--- src/rtl/axi_rtc_up_axi.sv ---
// AXI4-Lite slave that initiates single-cycle up_wreq/up_rreq accesses on the
// up_* register bus, one transaction at a time, with ack timeout and SLVERR.
module axi_rtc_up_axi #(
   parameter int ADDR_WIDTH = 14,
   parameter int TIMEOUT    = 255
) (
   input  logic                  up_clk,
   input  logic                  up_rstn,
   input  logic                  s_axi_awvalid,
   output logic                  s_axi_awready,
   input  logic [ADDR_WIDTH+1:0] s_axi_awaddr,
   input  logic                  s_axi_wvalid,
   output logic                  s_axi_wready,
   input  logic [31:0]           s_axi_wdata,
   input  logic [3:0]            s_axi_wstrb,
   output logic                  s_axi_bvalid,
   input  logic                  s_axi_bready,
   output logic [1:0]            s_axi_bresp,
   input  logic                  s_axi_arvalid,
   output logic                  s_axi_arready,
   input  logic [ADDR_WIDTH+1:0] s_axi_araddr,
   output logic                  s_axi_rvalid,
   input  logic                  s_axi_rready,
   output logic [31:0]           s_axi_rdata,
   output logic [1:0]            s_axi_rresp,
   output logic                  up_wreq,
   output logic [ADDR_WIDTH-1:0] up_waddr,
   output logic [31:0]           up_wdata,
   input  logic                  up_wack,
   output logic                  up_rreq,
   output logic [ADDR_WIDTH-1:0] up_raddr,
   input  logic [31:0]           up_rdata,
   input  logic                  up_rack
);

   typedef enum logic [2:0] {IDLE, WREQ, WWAIT, BRESP, RREQ, RWAIT, RRESP} state_t;

   localparam logic [1:0]  RESP_OKAY   = 2'b00;
   localparam logic [1:0]  RESP_SLVERR = 2'b10;
   localparam logic [15:0] TIMEOUT_CNT = 16'(TIMEOUT);

   state_t                state_q, state_d;
   logic                  prio_wr_q, prio_wr_d;
   logic                  strb_ok_q, strb_ok_d;
   logic [15:0]           cnt_q, cnt_d;
   logic                  awready_q, awready_d;
   logic                  arready_q, arready_d;
   logic                  bvalid_q, bvalid_d;
   logic [1:0]            bresp_q, bresp_d;
   logic                  rvalid_q, rvalid_d;
   logic [1:0]            rresp_q, rresp_d;
   logic [31:0]           rdata_q, rdata_d;
   logic                  up_wreq_q, up_wreq_d;
   logic [ADDR_WIDTH-1:0] up_waddr_q, up_waddr_d;
   logic [31:0]           up_wdata_q, up_wdata_d;
   logic                  up_rreq_q, up_rreq_d;
   logic [ADDR_WIDTH-1:0] up_raddr_q, up_raddr_d;

   logic wr_cand, rd_cand, expired;

   // Byte-lane bits of the AXI address carry no information on a word bus.
   logic unused_addr_lsbs;
   assign unused_addr_lsbs = ^{s_axi_awaddr[1:0], s_axi_araddr[1:0]};

   assign wr_cand = s_axi_awvalid && s_axi_wvalid;
   assign rd_cand = s_axi_arvalid;
   assign expired = (cnt_q == TIMEOUT_CNT);

   always_comb begin
      // NOTE: every _d gets a default before the case so no path can infer a latch.
      state_d    = state_q;
      prio_wr_d  = prio_wr_q;
      strb_ok_d  = strb_ok_q;
      cnt_d      = cnt_q;
      awready_d  = 1'b0;
      arready_d  = 1'b0;
      bvalid_d   = bvalid_q;
      bresp_d    = bresp_q;
      rvalid_d   = rvalid_q;
      rresp_d    = rresp_q;
      rdata_d    = rdata_q;
      up_wreq_d  = 1'b0;
      up_waddr_d = up_waddr_q;
      up_wdata_d = up_wdata_q;
      up_rreq_d  = 1'b0;
      up_raddr_d = up_raddr_q;

      case (state_q)
         IDLE: begin
            // Contention flips priority; an uncontested request leaves it alone.
            if (wr_cand && (!rd_cand || prio_wr_q)) begin
               state_d   = WREQ;
               awready_d = 1'b1;
               strb_ok_d = (s_axi_wstrb == 4'hF);
               if (s_axi_wstrb == 4'hF) begin
                  up_waddr_d = s_axi_awaddr[ADDR_WIDTH+1:2];
                  up_wdata_d = s_axi_wdata;
               end
               if (rd_cand) prio_wr_d = 1'b0;
            end else if (rd_cand) begin
               state_d    = RREQ;
               arready_d  = 1'b1;
               up_raddr_d = s_axi_araddr[ADDR_WIDTH+1:2];
               if (wr_cand) prio_wr_d = 1'b1;
            end
         end
         WREQ: begin
            if (strb_ok_q) begin
               up_wreq_d = 1'b1;
               cnt_d     = '0;
               state_d   = WWAIT;
            end else begin
               bvalid_d = 1'b1;
               bresp_d  = RESP_SLVERR;
               state_d  = BRESP;
            end
         end
         WWAIT: begin
            if (up_wack) begin
               bvalid_d = 1'b1;
               bresp_d  = RESP_OKAY;
               state_d  = BRESP;
            end else if (expired) begin
               bvalid_d = 1'b1;
               bresp_d  = RESP_SLVERR;
               state_d  = BRESP;
            end else begin
               cnt_d = cnt_q + 16'd1;
            end
         end
         BRESP: begin
            if (s_axi_bready) begin
               bvalid_d = 1'b0;
               state_d  = IDLE;
            end
         end
         RREQ: begin
            up_rreq_d = 1'b1;
            cnt_d     = '0;
            state_d   = RWAIT;
         end
         RWAIT: begin
            if (up_rack) begin
               rvalid_d = 1'b1;
               rresp_d  = RESP_OKAY;
               rdata_d  = up_rdata;
               state_d  = RRESP;
            end else if (expired) begin
               rvalid_d = 1'b1;
               rresp_d  = RESP_SLVERR;
               rdata_d  = '0;
               state_d  = RRESP;
            end else begin
               cnt_d = cnt_q + 16'd1;
            end
         end
         RRESP: begin
            if (s_axi_rready) begin
               rvalid_d = 1'b0;
               state_d  = IDLE;
            end
         end
         default: state_d = IDLE;
      endcase
   end

   // NOTE: sequential state uses non-blocking assignments so every flop samples pre-edge values.
   always_ff @(posedge up_clk or negedge up_rstn) begin
      if (!up_rstn) begin
         state_q    <= IDLE;
         prio_wr_q  <= 1'b1;
         strb_ok_q  <= 1'b0;
         cnt_q      <= '0;
         awready_q  <= 1'b0;
         arready_q  <= 1'b0;
         bvalid_q   <= 1'b0;
         bresp_q    <= '0;
         rvalid_q   <= 1'b0;
         rresp_q    <= '0;
         rdata_q    <= '0;
         up_wreq_q  <= 1'b0;
         up_waddr_q <= '0;
         up_wdata_q <= '0;
         up_rreq_q  <= 1'b0;
         up_raddr_q <= '0;
      end else begin
         state_q    <= state_d;
         prio_wr_q  <= prio_wr_d;
         strb_ok_q  <= strb_ok_d;
         cnt_q      <= cnt_d;
         awready_q  <= awready_d;
         arready_q  <= arready_d;
         bvalid_q   <= bvalid_d;
         bresp_q    <= bresp_d;
         rvalid_q   <= rvalid_d;
         rresp_q    <= rresp_d;
         rdata_q    <= rdata_d;
         up_wreq_q  <= up_wreq_d;
         up_waddr_q <= up_waddr_d;
         up_wdata_q <= up_wdata_d;
         up_rreq_q  <= up_rreq_d;
         up_raddr_q <= up_raddr_d;
      end
   end

   // AW and W are always accepted together.
   assign s_axi_awready = awready_q;
   assign s_axi_wready  = awready_q;
   assign s_axi_arready = arready_q;
   assign s_axi_bvalid  = bvalid_q;
   assign s_axi_bresp   = bresp_q;
   assign s_axi_rvalid  = rvalid_q;
   assign s_axi_rresp   = rresp_q;
   assign s_axi_rdata   = rdata_q;
   assign up_wreq       = up_wreq_q;
   assign up_waddr      = up_waddr_q;
   assign up_wdata      = up_wdata_q;
   assign up_rreq       = up_rreq_q;
   assign up_raddr      = up_raddr_q;

endmodule

--- config.mk ---
export PLATFORM = sky130hd
export DESIGN_NAME = axi_rtc_up_axi
export DESIGN_NICKNAME = d
export VERILOG_FILES = /design/src/rtl/axi_rtc_up_axi.sv
export SDC_FILE = /design/constraint.sdc
export NUM_CORES = 1
export LEC_CHECK = 0
export BUFFER_PORTS_ARGS = -buffer_cell sky130_fd_sc_hd__buf_4
export CORE_MARGIN = 3
export CORE_UTILIZATION = 30
export CTS_CLUSTER_SIZE = 30
export DETAILED_ROUTE_END_ITERATION = 7
export GPL_TIMING_DRIVEN = 1
export PLACE_DENSITY_LB_ADDON = 0.1
export SLEW_MARGIN = 15
export SYNTH_ARGS = -nofsm -noshare
export SYNTH_HDL_FRONTEND = slang
export SYNTH_SLANG_ARGS = --single-unit
--- constraint.sdc ---
create_clock -name up_clk -period 2.7 [get_ports up_clk]
set_input_delay 0.27 -clock up_clk [delete_from_list [all_inputs] [get_ports up_clk]]
set_output_delay 0.27 -clock up_clk [all_outputs]
set_load 0.02 [all_outputs]
==> results.py, run 1 <==
metrics = {
    "placed_design": {
        "globalplace.congestion": 0.775,
        "place_inst": 801,
        "hpwl_mm": 9.87,
        "place.port_buffers": 205,
    },
    "worst_setup_path": {
        "path_delay_family": "simple AND/OR/NAND/NOR gates",
        "cp_data_arrival_time_ns": 2.61,
        "r2r-start": "prio_wr_q",
        "crit_type": "flip-flop to flip-flop",
        "crit_path_max_fanout": 32,
        "rr_worst_depth": 6,
        "r2r_end": "up_wdata[22]",
        "cp_slowest_stage_delay_ns": 0.53,
        "slowest_stage": "dfstp_2",
        "crit_chain": "inv_1 -> a21o_1 -> or4_4 -> nor2_4 -> buf_12 -> mux2_2",
        "r2r_slack_ns": 0.38,
        "setup.worst_path.end_class": "flip-flop",
        "cp_num_buf_inv": 2,
        "required_ns": 2.98,
        "cp-start-kind": "flip-flop",
    },
    "sta": {
        "setup_viol_count_final": 0,
        "post-route-min-period_ns": 2.32,
        "fmaxAchievable_mhz": 430,
        "setup_tns_ns": 0,
        "slew_headroom": 0.387,
        "rsz0062_at_grt": "no",
        "slew_viol_final": 0,
        "fin_crit_sh": 0.861,
        "final_hold_viol_count": 0,
        "clock_skew_ns": 0.00850,
        "worst_slew_pin_slew_ns": 0.919,
    },
    "logic_synthesis": {
        "synth-seq-cells": 121,
        "synth_top_area_share": 0.576,
        "synth_cell_types": 55,
        "synth_edf_count": 0,
        "syn_inst": 391,
        "ys.flop_type": "dfrtp_1",
        "synthTopCellsByCount": "120 x dfrtp_1, 38 x mux2_4, 33 x a22o_1",
        "yosysSeqAreaShare": 0.581,
        "syn_area_sq_um": 5220,
        "async_flop_share": 1.00,
        "synth.avg_cell_area_sq_um": 13.3,
        "synth_most_common_cell": "dfrtp_1",
        "synth_top_cell_by_area": "dfrtp_1",
        "yosys-top-cells-area": "dfrtp_1 58%, mux2_4 11%, a22o_1 5.5%",
        "yosysWarningCount": 0,
    },
    "routing": {
        "wl_per_cell_um": 16.6,
        "vias": 3976,
        "drt_iter0_markers": 332,
        "firstDrtPassIters": 4,
        "antenna_left": 0,
        "wl_mm": 13.8,
        "drc_errors": 0,
        "vias_per_cell": 4.77,
    },
    "final_layout": {
        "num_antenna_cells": 0,
        "drive_gt1_frac": 0.506,
        "fin_cells": 833,
        "area_growth_syn_to_layout_pct": 44.0,
        "nNetsFinal": 711,
    },
    "min_path": {
        "hold_path.class": "input pin to flip-flop",
        "hold_path_depth": 2,
        "hp-start": "up_rdata[28]",
        "hold-path-endpoint": "s_axi_rdata[28]",
    },
    "clocking": {
        "cts_buffers": 17,
        "htreeDepth": 4,
        "clock_path_buffers": 2,
        "clock-sinks": 121,
        "cts_hold_buf": 1,
        "cts_resized": 0,
        "cts_tree": "built",
        "clk_pin_slew_worst_paths_ns": 0.05,
        "clock_latency_ns": 0.41,
        "clock_tree.root_cell": "clkbuf_16",
        "cts_setup_buffers": 0,
    },
    "die": {
        "core_sq_um": 16800,
        "num_io_pins": 212,
        "die_w_um": 138,
        "fp-row-count": 47,
        "die-area_sq_um": 19000,
        "dieHeight_um": 138,
        "initial_core_util": 0.310,
    },
    "pwr": {
        "power.density_nw_per_um2": 976,
        "seq_power_share": 0.357,
        "power_frac_clock": 0.295,
        "ir_worst_vdd_mv": 0.527,
        "p_sw_mw": 2.39,
        "power_frac_comb": 0.348,
        "p_leak_nw": 3.81,
        "sw_frac_of_total": 0.326,
        "p_int_mw": 4.94,
    },
    "run": {
        "drv_cap": 0,
    },
    "global_route": {
        "grt_pass1_wl_mm": 20.6,
        "grt.overflow.total": 0,
        "grt_max_degree": 61,
        "antenna_found_initial": 0,
        "grt_pass1_vias": 4001,
        "grtUsageTotal": 0.141,
    },
    "outcome": {
        "outcome": "completed",
    },
}
## power groups by stage
stage / clock network [mW] / registers [mW] / logic, mW
final: 2.16 / 2.62 / 2.55
after global routing: 2.32 / 2.69 / 2.74
after CTS: 2.23 / 2.62 / 2.58
after detailed placement: 0 / 2.64 / 2.57
after global placement: 0 / 2.64 / 2.56
after floorplan: 0 / 3.15 / 0.929
## sequential cells by signal (all words and copies together), names as in the netlist
name and count:
s_axi_rresp 1, up_rreq 1, up_raddr 14, up_wreq 1, s_axi_rvalid 1, cnt_q 16, s_axi_rdata 32, up_waddr 14
s_axi_bresp 1, strb_ok_q 1, s_axi_arready 1, up_wdata 32, s_axi_bvalid 1, prio_wr_q 1, state_q 3, s_axi_awready 1
## kinds of logic (layout without fill, tap and decap cells)
| kind of cell | after synthesis | in the layout | share of synthesized area |
|---|---|---|---|
| buf+inv | 36 | 257 | 0.0446 |
| simple gates | 73 | 73 | 0.0775 |
| mux | 61 | 61 | 0.159 |
| compound gates | 97 | 97 | 0.134 |
| other cells | 1 | 2 | 0.000719 |
| flops | 121 | 121 | 0.581 |
| fa+ha+maj | 1 | 1 | 0.00240 |
| xor+xnor | 1 | 1 | 0.00168 |
## placed cells by master, fill, tap and decap left out, types with 2 or more instances in the layout
cell | synthesis | final
and3_1 | 6 | 6
o31ai_1 | 3 | 3
nand4_1 | 5 | 5
clkinv_2 | 0 | 4
nand3_1 | 7 | 7
clkbuf_1 | 8 | 4
buf_4 | 5 | 213
nor3_1 | 5 | 5
mux2_2 | 22 | 22
clkbuf_8 | 0 | 2
a41oi_1 | 2 | 2
dfrtp_1 | 120 | 120
nand2b_1 | 5 | 5
o21ai_0 | 17 | 17
clkbuf_16 | 0 | 17
conb_1 | 1 | 2
a21oi_1 | 17 | 17
bufinv_16 | 0 | 2
nand3b_1 | 2 | 2
a22o_1 | 33 | 33
or3_1 | 4 | 4
buf_12 | 4 | 2
nand2_1 | 13 | 13
nor2_1 | 13 | 13
mux2_4 | 38 | 38
o21ai_1 | 2 | 2
a31oi_1 | 7 | 7
nor4_1 | 2 | 2
a21o_1 | 3 | 3
inv_1 | 10 | 10
and2_1 | 3 | 3
## stage by stage
stage          hold slack (ns)  worst slack, ns  area, sq um  total power, mW   util
3_3_place_gp             0.216            0.409         6940             5.20  0.413
5_1_grt                 0.0606            0.268         7510             7.75  0.447
4_1_cts                 0.0607            0.359         7510             7.44  0.447
2_1_floorplan          -0.0256            0.677         5220             4.08      -
6_report                0.0828            0.375         7510             7.33  0.447
3_5_place_dp             0.229            0.377         6940             5.21  0.413
## per-layer routing
metal / vias to the layer above / global-route usage / share of wire
met1: 1946 / 0.184 / 0.43
met2: 158 / 0.218 / 0.48
li1: 1847 / - / -
met5: - / 0 / 0
met3: 25 / 0.0450 / 0.074
met4: 0 / 0.0560 / 0.019
## layout make-up
class | count | area (sq um)
fill | 1597 | 9310
sequential | 121 | 3030
multi-input combinational | 235 | 1960
timing repair buffer | 216 | 1650
clock buffer | 23 | 468
tap | 220 | 275
clock inverter | 8 | 96.3
inverter | 10 | 37.5
## worst max path at each step
| stage | startpoint | end | slack [ns] | cells past startpoint |
|---|---|---|---|---|
| 2_1_floorplan | prio_wr_q | up_waddr[0] | 0.68 | 7 |
| 3_3_place_gp | prio_wr_q | up_wdata[22] | 0.41 | 6 |
| 3_5_place_dp | prio_wr_q | up_wdata[8] | 0.38 | 6 |
| 4_1_cts | prio_wr_q | up_wdata[22] | 0.36 | 6 |
| 5_1_grt | prio_wr_q | up_wdata[22] | 0.27 | 6 |
| 6_report | prio_wr_q | up_wdata[22] | 0.38 | 6 |
Power figures use the tool's default switching activity.
==> run 2, diff against run 1 <==
Settings changed: CORE_ASPECT_RATIO set to 0.6, MAX_ROUTING_LAYER set to met4, PLACE_DENSITY set to 0.62, PLACE_DENSITY_LB_ADDON 0.1 to unset.
==> results.py, run 2 (synthesis results as in run 1) <==
metrics = {
    "worst_setup_path": {
        "crit_path_max_fanout": 8,
        "setup.worst_path.end_class": "flip-flop",
        "cp_slowest_stage_delay_ns": 0.45,
        "cpMostUsedCell": "o21ai_0",
        "cp_data_arrival_time_ns": 2.61,
        "crit_chain": "nor4_1 -> nand4_1 -> buf_4 -> o21ai_2 -> o21ai_0 -> o21ai_0",
        "slowest_stage": "nor4_1",
        "crit_type": "flip-flop to flip-flop",
        "required_ns": 3.02,
        "cp-start-kind": "flip-flop",
    },
    "die": {
        "initial_core_util": 0.314,
        "die-area_sq_um": 19100,
        "dieHeight_um": 108,
        "die_w_um": 176,
        "core_sq_um": 16600,
        "num_io_pins": 212,
        "fp-row-count": 36,
    },
    "routing": {
        "wl_mm": 13.4,
        "wl_per_cell_um": 15.9,
        "dr_wl_met2_mm": 6.07,
        "drc_errors": 0,
        "met3WireLength_um": 963,
        "drt_iter0_markers": 248,
        "routed.top_layer": "met4",
        "vias": 3991,
        "m1WireLength_mm": 6.23,
        "antenna_left": 0,
        "firstDrtPassIters": 4,
        "vias_per_cell": 4.73,
    },
    "final_layout": {
        "area_growth_syn_to_layout_pct": 45.3,
        "drive_gt1_frac": 0.514,
        "layout_commonest_cell": "buf_4",
        "postLayoutCellArea_sq_um": 7580,
        "mostFrequentLayoutCells": "214 x buf_4, 120 x dfrtp_1, 38 x mux2_4",
        "nNetsFinal": 712,
        "utilization": 0.456,
        "num_antenna_cells": 0,
    },
    "clocking": {
        "clock-sinks": 121,
        "clock_path_buffers": 2,
        "clock_tree.root_cell": "clkbuf_16",
        "clk_pin_slew_worst_paths_ns": 0.07,
        "clock_latency_ns": 0.41,
        "cts_buffers": 17,
        "cts_tree": "built",
        "cts_setup_buffers": 0,
        "htreeDepth": 4,
    },
    "run": {
        "drv_cap": 0,
    },
    "sta": {
        "final_hold_viol_count": 0,
        "post-route-min-period_ns": 2.29,
        "fin_crit_sh": 0.848,
        "fmaxAchievable_mhz": 437,
        "rsz0062_at_grt": "no",
        "slew_viol_final": 0,
        "worst_slew_pin_slew_ns": 0.654,
        "setup_tns_ns": 0,
        "holdWs_ns": 0.0824,
        "clock_skew_ns": 0.0128,
        "setup_viol_count_final": 0,
        "slew_headroom": 0.563,
    },
    "placed_design": {
        "place.port_buffers": 205,
        "globalplace.congestion": 0.871,
        "hpwl_mm": 9.77,
        "postPlaceCellArea_sq_um": 6960,
    },
    "pwr": {
        "ir_worst_vdd_mv": 0.564,
        "p_leak_nw": 3.85,
        "power.density_nw_per_um2": 993,
    },
    "global_route": {
        "grt_pass1_vias": 4142,
        "grt_max_degree": 48,
        "grt_pass1_wl_mm": 21.4,
        "grt.overflow.total": 0,
        "antenna_found_initial": 0,
        "grtUsageTotal": 0.145,
    },
    "outcome": {
        "outcome": "completed",
    },
    "min_path": {
        "hold_path.class": "input pin to flip-flop",
    },
}
[run 2: worst max-delay path: cells and delay by family (launching register included)]
kind / cells / cell delay [ns]
AO/OA/AOI/OAI: 3 / 0.58
AND/OR/NAND/NOR: 2 / 0.88
buffers and inverters: 1 / 0.30
flip-flops: 1 / 0.44
[run 2: cell type report]
cell class                 count  area (sq um)
tap                          228           285
fill                        1515          9040
sequential                   121          3030
clock inverter                14           175
multi-input combinational    235          1960
clock buffer                  18           439
inverter                      10          37.5
timing repair buffer         217          1660
[run 2: report_power, final]
group	total [mW]	internal [mW]	switching [mW]
combinational	2.48	1.23	1.25
clock	2.34	1.43	0.915
sequential	2.71	2.32	0.389
total	7.53	4.98	2.55
[run 2: metrics by stage]
step           instances  setup slack (ns)  power, mW
2_1_floorplan        392             0.677       4.08
3_3_place_gp         810             0.521       5.17
3_5_place_dp         810             0.472       5.22
4_1_cts              843             0.462       7.62
5_1_grt              843             0.240       7.93
6_report             843             0.410       7.53
[run 2: layer usage]
layer  global-route usage  vias up
met5                    -        -
met4               0.0390        0
met3               0.0435       10
met2                0.210      178
met1                0.199     1944
li1                     -     1859
[run 2: worst paths after layout]
path                                       from               to  slack (ns)  cells past startpoint
max in group asynchronous               up_rstn      up_wdata[9]        1.47                      3
worst max-delay path                  cnt_q[11]        cnt_q[11]        0.41                      6
worst max register to register        cnt_q[11]        cnt_q[11]        0.41                      6
worst min register to register  s_axi_rdata[25]  s_axi_rdata[25]        0.50                      1
worst min-delay path               up_rdata[10]  s_axi_rdata[10]        0.08                      2
min in group asynchronous               up_rstn  s_axi_rdata[12]        0.41                      2
[run 2: timing repair]
action | 4_1_cts | 5_1_grt
hold endpoints to repair | 45 | 0
gates resized for setup | 0 | 0
setup endpoints to repair | 0 | 0
hold buffers | 1 | 0
==> run 3, diff against run 2 <==
Settings changed: PLACE_DENSITY 0.62 to 0.64.
Clock period 2.7 ns to 1.85 ns, I/O delays scaled along.
==> results.py, run 3 (synthesis results as in run 1) <==
metrics = {
    "outcome": {
        "outcome": "complete, but fails checks",
        "violations": "negative setup slack",
    },
    "pwr": {
        "power_frac_comb": 0.374,
        "p_leak_nw": 4.32,
        "seq_power_share": 0.345,
        "power.density_nw_per_um2": 1310,
        "ir_worst_vdd_mv": 0.727,
        "p_sw_mw": 3.85,
        "power_frac_clock": 0.281,
        "sw_frac_of_total": 0.343,
        "p_int_mw": 7.39,
    },
    "sta": {
        "slew_viol_final": 0,
        "setup_tns_ns": -11.50,
        "fin_ws_ns": -0.270,
        "setup_viol_count_final": 47,
        "fin_crit_sh": 1.15,
        "post-route-min-period_ns": 2.12,
        "clock_skew_ns": 0.0112,
        "fmaxAchievable_mhz": 472,
        "final_hold_viol_count": 0,
        "rsz0062_at_grt": "yes",
        "holdWs_ns": 0.0151,
    },
    "die": {
        "dieHeight_um": 108,
        "die-area_sq_um": 19100,
        "initial_core_util": 0.314,
        "fp-row-count": 36,
        "num_io_pins": 212,
        "core_sq_um": 16600,
        "die_w_um": 176,
    },
    "routing": {
        "wl_mm": 16.3,
        "m1WireLength_mm": 7.67,
        "drc_errors": 0,
        "drt_iter0_markers": 292,
        "firstDrtPassIters": 5,
        "routed.top_layer": "met4",
        "dr_wl_met2_mm": 7.31,
        "met3WireLength_mm": 1.23,
        "wl_per_cell_um": 17.4,
        "antenna_left": 0,
        "vias": 4460,
        "vias_per_cell": 4.76,
    },
    "placed_design": {
        "globalplace.congestion": 0.931,
        "postPlaceCellArea_sq_um": 7240,
        "place_inst": 843,
        "place.port_buffers": 205,
        "hpwl_mm": 10.8,
    },
    "final_layout": {
        "num_antenna_cells": 0,
        "fillers": 1402,
        "postLayoutCellArea_sq_um": 8590,
        "mostFrequentLayoutCells": "252 x buf_4, 120 x dfrtp_1, 40 x mux2_4, 40 x dlygate4sd3_1, 33 x a22o_1",
        "area_growth_syn_to_layout_pct": 64.7,
        "fin_cells": 936,
        "drive_gt1_frac": 0.541,
        "nNetsFinal": 805,
        "layout_commonest_cell": "buf_4",
    },
    "run": {
        "drv_cap": 0,
    },
    "global_route": {
        "antenna_found_initial": 0,
        "grtUsageTotal": 0.166,
        "grt.overflow.total": 0,
        "grt_pass1_vias": 4447,
        "grt_max_degree": 38,
        "grt_pass1_wl_mm": 24.2,
    },
    "worst_setup_path": {
        "required_ns": 2.14,
        "cp_data_arrival_time_ns": 2.41,
        "cp-start-kind": "flip-flop",
        "crit_path_max_fanout": 4,
        "setup.worst_path.end_class": "flip-flop",
        "crit_type": "flip-flop to flip-flop",
    },
    "clocking": {
        "cts_buffers": 17,
        "clock_tree.root_cell": "clkbuf_16",
        "clock-sinks": 121,
        "clock_latency_ns": 0.40,
        "clock_path_buffers": 2,
        "clk_pin_slew_worst_paths_ns": 0.06,
        "htreeDepth": 4,
        "cts_tree": "built",
    },
    "min_path": {
        "hold_path.class": "input pin to flip-flop",
    },
}
==> run 3: changes by cell type in the layout (fill, tap and decap cells not counted), sizes merged <==
| cell | before | now |
|---|---|---|
| inv | 18 | 13 |
| clkinv | 4 | 6 |
| bufinv | 2 | 1 |
| dlygate4sd3 | 1 | 40 |
| buf | 216 | 266 |
| clkbuf | 18 | 22 |
| clkinvlp | 0 | 4 |
==> run 3: what timing repair did <==
item / in CTS / in global routing
setup endpoints to repair: 46 / 95
setup buffers: 4 / 10
cloned: 2 / 5
resized for setup: 4 / 28
pin swaps: 0 / 7
hold buffers: 32 / 8
endpoints found under the hold margin: 58 / 8
==> run 3: final timing paths <==
path                            startpoint               to  slack [ns]  cells after the start
max                              prio_wr_q      up_wdata[6]       -0.27                      8
min                        s_axi_wdata[10]     up_wdata[10]        0.02                      2
max reg2reg                      prio_wr_q      up_wdata[6]       -0.27                      8
min reg2reg                s_axi_rdata[16]  s_axi_rdata[16]        0.50                      1
max in group asynchronous          up_rstn        prio_wr_q        0.86                      3
min in group asynchronous          up_rstn  s_axi_rdata[29]        0.30                      2
==> run 3: area by class of cell <==
type                            count  area, sq um  area share
Clock buffer                       18          439      0.0511
Clock inverter                     14          124      0.0144
Inverter                           10         37.5     0.00437
Multi-Input combinational cell    235         2040       0.237
Sequential cell                   121         3030       0.353
Tap cell                          228          285      0.0332
Timing Repair Buffer              310         2640       0.307
==> run 3: per-stage QoR <==
step	utilization	power (mW)	setup slack (ns)
after floorplan	-	5.96	-0.140
after global placement	0.436	7.77	-0.240
after detailed placement	0.436	7.85	-0.269
after CTS	0.495	11.1	-0.251
after global routing	0.517	11.8	-0.314
final	0.517	11.2	-0.270
==> run 3: critical path, cell delays in order, from the launching register on <==
cell and delay [ns]:
dfstp_2 0.53, inv_2 0.04, a21o_1 0.18, or4_4 0.45, nor2_4 0.12, buf_6 0.11, buf_12 0.12, clkbuf_16 0.15
mux2_4 0.29
==> run 3: routing by layer <==
| layer | vias up | track usage |
|---|---|---|
| li1 | 2043 | - |
| met1 | 2198 | 0.228 |
| met2 | 210 | 0.246 |
| met3 | 9 | 0.0463 |
| met4 | 0 | 0.0378 |
| met5 | - | - |
==> run 3: power groups by stage <==
stage / sequential (mW) / combinational, mW / clock [mW]
floorplan: 4.60 / 1.36 / 0
global placement: 3.86 / 3.91 / 0
detailed placement: 3.88 / 3.96 / 0
CTS: 3.87 / 4.03 / 3.24
global route: 3.97 / 4.48 / 3.37
finish: 3.88 / 4.21 / 3.16
